$ cat src/rtl/usb_rx_pkg.sv
// -----------------------------------------------------------------------------
// usb_rx_pkg
// Shared definitions for the USB receive path.
//   STUFF_LEN_DEFAULT : number of consecutive 1s after which a stuffed 0 follows
//   unstuff_state_t   : state encoding of the bit unstuffer controller
// -----------------------------------------------------------------------------
package usb_rx_pkg;

  localparam int STUFF_LEN_DEFAULT = 6;

  typedef enum logic [1:0] {
    ST_IDLE  = 2'd0,  // waiting for start_unstuffer
    ST_RUN   = 2'd1,  // forwarding packet bits
    ST_STUFF = 2'd2,  // current bit is the stuffed bit, must be 0
    ST_ABORT = 2'd3   // stuffing violation seen, data suppressed until end
  } unstuff_state_t;

endpackage

$ cat src/rtl/rc_unstuffer_fsm.sv
// -----------------------------------------------------------------------------
// rc_unstuffer_fsm
// Control FSM of the bit unstuffer. Produces per-cycle decisions that the
// parent registers into its outputs and its ones counter.
//   clk, rst_n    : clock, asynchronous active-low reset
//   i_s_in        : current serial bit
//   i_start       : start_unstuffer pulse
//   i_end         : end_unstuffer pulse
//   i_ones_last   : ones counter is one short of the stuffing threshold
//   o_start_p     : emit start_decoder next cycle
//   o_end_p       : emit end_decoder next cycle
//   o_err_p       : emit stuff_err next cycle
//   o_valid       : current s_in is a real data bit to forward
//   o_cnt_clr     : clear the ones counter
//   o_cnt_inc     : increment the ones counter
// -----------------------------------------------------------------------------
module rc_unstuffer_fsm
  import usb_rx_pkg::*;
(
  input  logic clk,
  input  logic rst_n,
  input  logic i_s_in,
  input  logic i_start,
  input  logic i_end,
  input  logic i_ones_last,
  output logic o_start_p,
  output logic o_end_p,
  output logic o_err_p,
  output logic o_valid,
  output logic o_cnt_clr,
  output logic o_cnt_inc
);

  unstuff_state_t r_state;
  unstuff_state_t w_state_next;

  always_ff @(posedge clk or negedge rst_n) begin
    if (!rst_n) begin
      r_state <= ST_IDLE;
    end else begin
      r_state <= w_state_next;
    end
  end

  always_comb begin
    w_state_next = r_state;
    o_start_p    = 1'b0;
    o_end_p      = 1'b0;
    o_err_p      = 1'b0;
    o_valid      = 1'b0;
    o_cnt_clr    = 1'b0;
    o_cnt_inc    = 1'b0;

    case (r_state)
      ST_IDLE: begin
        // start wins over a simultaneous end; everything else is ignored
        if (i_start) begin
          o_start_p    = 1'b1;
          o_cnt_clr    = 1'b1;
          w_state_next = ST_RUN;
        end
      end

      ST_RUN: begin
        // end has priority over the data bit presented in the same cycle
        if (i_end) begin
          o_end_p      = 1'b1;
          o_cnt_clr    = 1'b1;
          w_state_next = ST_IDLE;
        end else begin
          o_valid = 1'b1;
          if (i_s_in) begin
            o_cnt_inc = 1'b1;
            // this 1 completes the run, so the following bit is stuffed
            if (i_ones_last) begin
              w_state_next = ST_STUFF;
            end
          end else begin
            o_cnt_clr = 1'b1;
          end
        end
      end

      ST_STUFF: begin
        if (i_end) begin
          // ending on the stuffed bit position is legal
          o_end_p      = 1'b1;
          o_cnt_clr    = 1'b1;
          w_state_next = ST_IDLE;
        end else begin
          o_cnt_clr = 1'b1;
          if (i_s_in) begin
            o_err_p      = 1'b1;
            w_state_next = ST_ABORT;
          end else begin
            w_state_next = ST_RUN;
          end
        end
      end

      ST_ABORT: begin
        if (i_end) begin
          o_end_p      = 1'b1;
          o_cnt_clr    = 1'b1;
          w_state_next = ST_IDLE;
        end
      end

      default: begin
        w_state_next = ST_IDLE;
      end
    endcase
  end

endmodule

$ cat src/rtl/rc_unstuffer.sv
// -----------------------------------------------------------------------------
// rc_unstuffer
// USB bit unstuffer. Removes the 0 inserted after every STUFF_LEN consecutive
// 1s, flags a stuffing violation and frames the packet for the decoder.
// All outputs are registered (one cycle latency from the inputs).
//   clk             : clock
//   rst_n           : asynchronous active-low reset
//   s_in            : NRZI-decoded serial bit
//   start_unstuffer : packet start pulse; first bit follows next cycle
//   end_unstuffer   : packet end pulse; s_in not a packet bit this cycle
//   s_out           : unstuffed data bit (holds when bit_valid is low)
//   bit_valid       : s_out carries a real data bit
//   start_decoder   : start pulse to the downstream stage
//   end_decoder     : end pulse to the downstream stage
//   stuff_err       : bit-stuffing violation pulse
// -----------------------------------------------------------------------------
module rc_unstuffer
  import usb_rx_pkg::*;
#(
  parameter int STUFF_LEN = STUFF_LEN_DEFAULT
) (
  input  logic clk,
  input  logic rst_n,
  input  logic s_in,
  input  logic start_unstuffer,
  input  logic end_unstuffer,
  output logic s_out,
  output logic bit_valid,
  output logic start_decoder,
  output logic end_decoder,
  output logic stuff_err
);

  localparam int CNT_W = $clog2(STUFF_LEN + 1);
  localparam logic [CNT_W-1:0] CNT_LAST = CNT_W'(STUFF_LEN - 1);
  localparam logic [CNT_W-1:0] CNT_MAX  = CNT_W'(STUFF_LEN);

  logic [CNT_W-1:0] r_ones_cnt;
  logic             r_s_out;
  logic             r_bit_valid;
  logic             r_start_decoder;
  logic             r_end_decoder;
  logic             r_stuff_err;

  logic w_ones_last;
  logic w_start_p;
  logic w_end_p;
  logic w_err_p;
  logic w_valid;
  logic w_cnt_clr;
  logic w_cnt_inc;

  assign w_ones_last = (r_ones_cnt == CNT_LAST);

  rc_unstuffer_fsm u_fsm (
    .clk         (clk),
    .rst_n       (rst_n),
    .i_s_in      (s_in),
    .i_start     (start_unstuffer),
    .i_end       (end_unstuffer),
    .i_ones_last (w_ones_last),
    .o_start_p   (w_start_p),
    .o_end_p     (w_end_p),
    .o_err_p     (w_err_p),
    .o_valid     (w_valid),
    .o_cnt_clr   (w_cnt_clr),
    .o_cnt_inc   (w_cnt_inc)
  );

  always_ff @(posedge clk or negedge rst_n) begin
    if (!rst_n) begin
      r_ones_cnt      <= '0;
      r_s_out         <= 1'b0;
      r_bit_valid     <= 1'b0;
      r_start_decoder <= 1'b0;
      r_end_decoder   <= 1'b0;
      r_stuff_err     <= 1'b0;
    end else begin
      r_bit_valid     <= w_valid;
      r_start_decoder <= w_start_p;
      r_end_decoder   <= w_end_p;
      r_stuff_err     <= w_err_p;
      // s_out only moves with a real data bit, otherwise it keeps its value
      if (w_valid) begin
        r_s_out <= s_in;
      end
      // counter saturates at the threshold rather than wrapping
      if (w_cnt_clr) begin
        r_ones_cnt <= '0;
      end else if (w_cnt_inc && (r_ones_cnt != CNT_MAX)) begin
        r_ones_cnt <= r_ones_cnt + CNT_W'(1);
      end
    end
  end

  assign s_out         = r_s_out;
  assign bit_valid     = r_bit_valid;
  assign start_decoder = r_start_decoder;
  assign end_decoder   = r_end_decoder;
  assign stuff_err     = r_stuff_err;

endmodule

$ cat config.mk
export PLATFORM = sky130hd
export DESIGN_NAME = rc_unstuffer
export DESIGN_NICKNAME = d
export VERILOG_FILES = /design/src/rtl/usb_rx_pkg.sv /design/src/rtl/rc_unstuffer_fsm.sv /design/src/rtl/rc_unstuffer.sv
export SDC_FILE = /design/constraint.sdc
export NUM_CORES = 1
export LEC_CHECK = 0
export ABC_AREA = 0
export BUFFER_PORTS_ARGS = -buffer_cell sky130_fd_sc_hd__clkbuf_2
export CORE_AREA = 4 4 41 43
export DETAILED_ROUTE_END_ITERATION = 10
export DIE_AREA = 0 0 45 47
export GPL_TIMING_DRIVEN = 0
export SETUP_SLACK_MARGIN = 0.1
export SLEW_MARGIN = 20
export SYNTH_ARGS = -nofsm -noshare
export SYNTH_HDL_FRONTEND = slang
export SYNTH_SLANG_ARGS = --single-unit
$ cat constraint.sdc
create_clock -name clk -period 2.15 [get_ports clk]
set_input_delay 0.645 -clock clk [delete_from_list [all_inputs] [get_ports clk]]
set_output_delay 0.645 -clock clk [all_outputs]
set_load 0.03 [all_outputs]
==> impl_metrics.env <==
export IMPL_crit_slowest_cell="dfrtp_1"
export IMPL_num_vias=372
export IMPL_switchingPower_mw=0.1224
export IMPL_drc=0
export IMPL_clkPwrFrac=0.369
export IMPL_r2r_start="r_ones_cnt[0]$_DFFE_PN0P_"
export IMPL_worstSkewPairLatency_ns=0.26
export IMPL_path_class="register to output port"
export IMPL_fin_area_sq_um=596.8
export IMPL_cts_tree="yes"
export IMPL_syn_mean_instance_area_sq_um=11.29
export IMPL_io_buffers=9
export IMPL_synthToLayoutAreaGrowth_pct=20.15
export IMPL_reg2reg_depth=5
export IMPL_syn_inst=44
export IMPL_ant_nets=0
export IMPL_hpwl_microns=687
export IMPL_fillCellCount=131
export IMPL_cp_data_arrival_time_ns=0.82
export IMPL_status="finished clean"
export IMPL_antenna_found_initial=0
export IMPL_hp_class="input pin to asynchronous set/reset pin"
export IMPL_die_x_microns=45
export IMPL_intPower_mw=0.3295
export IMPL_die_h_microns=47
export IMPL_r2r_end="r_ones_cnt[0]$_DFFE_PN0P_"
export IMPL_skew_ns=0.003654
export IMPL_ys_ff_latch=10
export IMPL_grt_pass1_wl_microns=1600
export IMPL_h_tree_depth=1
export IMPL_cellLeakagePower_nw=0.2822
export IMPL_drtIter0Drc=11
export IMPL_post_cts_setup_buffers=0
export IMPL_maxCapViolations=0
export IMPL_synth_area_sq_um=496.7
export IMPL_worstSetupEndpointType="output port"
export IMPL_synth_distinct_cells=22
export IMPL_clockBufferDepth=2
export IMPL_synth_main_ff_cell="dfrtp_1"
export IMPL_cpPeakStageDelay_ns=0.37
export IMPL_hold_violations=0
export IMPL_ys_seq_area_frac=0.5038
export IMPL_crit_chain="clkbuf_2"
export IMPL_fp_row_count=13
export IMPL_worst_path_buf_inv=1
export IMPL_via_per_inst=5.167
export IMPL_r2r_setup_slack_ns=0.77
export IMPL_drt_first_pass_iters=4
export IMPL_wl_microns=948
export IMPL_setup_viol=0
export IMPL_combPwrFrac=0.158
export IMPL_numCtsBuffers=3
export IMPL_path_clk_slew_ns=0.07
export IMPL_synth_edf_count=0
export IMPL_min_period_ns=1.460
export IMPL_tightest_slew_ns=0.3021
export IMPL_hold_buffers=0
export IMPL_grt_pass1_vias=372
export IMPL_powerDensity_nw_per_um2=757.1
export IMPL_io_pins=10
export IMPL_nets=66
export IMPL_cts_sinks=10
export IMPL_startpoint="s_out$_DFFE_PN0P_"
export IMPL_diodes=0
export IMPL_path_delay_family="flip-flops"
export IMPL_swShare=0.2708
export IMPL_grt_overflow=0
export IMPL_peakVddDrop_mv=0.3220
export IMPL_tns_ns=0
export IMPL_track_usage=0.1099
export IMPL_core_area_sq_um=1301
export IMPL_wl_per_cell_microns=13.17
export IMPL_place_congestion=0.6518
export IMPL_post_route_period_util=0.6791
export IMPL_async_flop_share=1.000
export IMPL_cts_root_buf="clkbuf_4"
export IMPL_synth_fp_nets=52
export IMPL_cts_resized=0
export IMPL_dpl_cell_area_sq_um=560.5
export IMPL_dieArea_sq_um=2115
export IMPL_seq_power_share=0.473
export IMPL_yosysWarningCount=0
export IMPL_cp_required_ns=1.50
export IMPL_grt_max_degree=11
export IMPL_maxClockFrequency_ghz=0.6849
export IMPL_critical_path_peak_fanout=2
export IMPL_rsz0062_at_grt="no"
export IMPL_start_util=0.3817
export IMPL_startpoint_type="register"
export IMPL_layout_drive_gt1_share=0.2982
export IMPL_relSlewSlack=0.7986
export IMPL_slew_violations=0
area by class of cell:
class / count / area (sq um) / share of cell area
multi-input combinational: 31 / 234.0 / 0.3920
tap: 15 / 18.77 / 0.03145
inverter: 2 / 7.507 / 0.01258
buffer: 1 / 5.005 / 0.008386
clock buffer: 4 / 36.28 / 0.06080
sequential: 10 / 250.2 / 0.4193
timing repair buffer: 9 / 45.04 / 0.07547
through the flow:
step / total power, mW / hold slack, ns / cells / util / setup slack [ns]
3_5_place_dp: 0.2895 / 0.4938 / 68 / 0.4308 / 0.5704
5_1_grt: 0.4757 / 0.2389 / 72 / 0.4587 / 0.6419
2_1_floorplan: 0.2619 / 0.3494 / 44 / - / 0.7819
4_1_cts: 0.4599 / 0.2312 / 72 / 0.4587 / 0.6756
3_3_place_gp: 0.2879 / 0.4983 / 68 / 0.4308 / 0.5764
6_report: 0.4519 / 0.2335 / 72 / 0.4587 / 0.6899
synth_stat cells, drive strengths merged, types with 2 or more instances:
cell	instances	area share
a21oi	5	0.050
and2	2	0.030
and4bb	2	0.050
dfrtp	10	0.50
ha	3	0.076
inv	2	0.015
nor2	3	0.023
o21ai	4	0.040
or3	2	0.025
power groups by stage:
stage / Clock, mW / Sequential (mW) / Combinational, mW
4_1_cts: 0.173 / 0.214 / 0.0729
5_1_grt: 0.180 / 0.216 / 0.0794
3_3_place_gp: 0 / 0.217 / 0.0705
3_5_place_dp: 0 / 0.218 / 0.0719
2_1_floorplan: 0 / 0.236 / 0.0255
6_report: 0.167 / 0.214 / 0.0713
metal layers:
metal,wire length (microns),vias up,global-route usage,part of all wire
met2,468,9,0.1723,0.49
met4,19,0,0.08772,0.020
met5,0,-,0,0
li1,-,185,-,-
met3,33,2,0.02299,0.035
met1,426,176,0.1302,0.45
flip-flops by register name, indices dropped and copies added (netlist names):
register and count:
start_decoder 1, u_fsm.r_state 2, end_decoder 1, stuff_err 1, bit_valid 1, r_ones_cnt 3
s_out 1
how the worst max path moves through the flow:
stage,cells after the start,endpoint
after detailed placement,4,r_ones_cnt[0]$_DFFE_PN0P_
after global placement,4,r_ones_cnt[0]$_DFFE_PN0P_
final,1,s_out
after CTS,1,s_out
after floorplan,3,r_ones_cnt[0]$_DFFE_PN0P_
after global routing,1,s_out
cell families (layout without fill, tap and decap cells):
group,count (synthesis),in the layout,share of synthesized area
flip-flops,10,10,0.5038
AO/OA/AOI/OAI,11,11,0.1259
adder cells (fa/ha/maj),3,3,0.07557
AND/OR/NAND/NOR,17,17,0.2695
buffers and inverters,3,16,0.02518
layout by cell type, fill, tap and decap left out:
| cell type | n |
|---|---|
| a21oi_1 | 5 |
| and2_1 | 1 |
| and2_4 | 1 |
| and4b_1 | 1 |
| and4bb_1 | 1 |
| and4bb_2 | 1 |
| buf_2 | 1 |
| clkbuf_2 | 9 |
| clkbuf_4 | 3 |
| clkbuf_8 | 1 |
| dfrtp_1 | 10 |
| ha_1 | 3 |
| inv_1 | 2 |
| nand2_1 | 1 |
| nand2b_1 | 1 |
| nand3_1 | 1 |
| nand4_1 | 1 |
| nand4bb_4 | 1 |
| nor2_1 | 3 |
| nor2b_1 | 1 |
| nor3_1 | 1 |
| o21ai_0 | 4 |
| o21bai_1 | 1 |
| o32a_1 | 1 |
| or3_1 | 2 |
(Power assumes the default switching activity.)
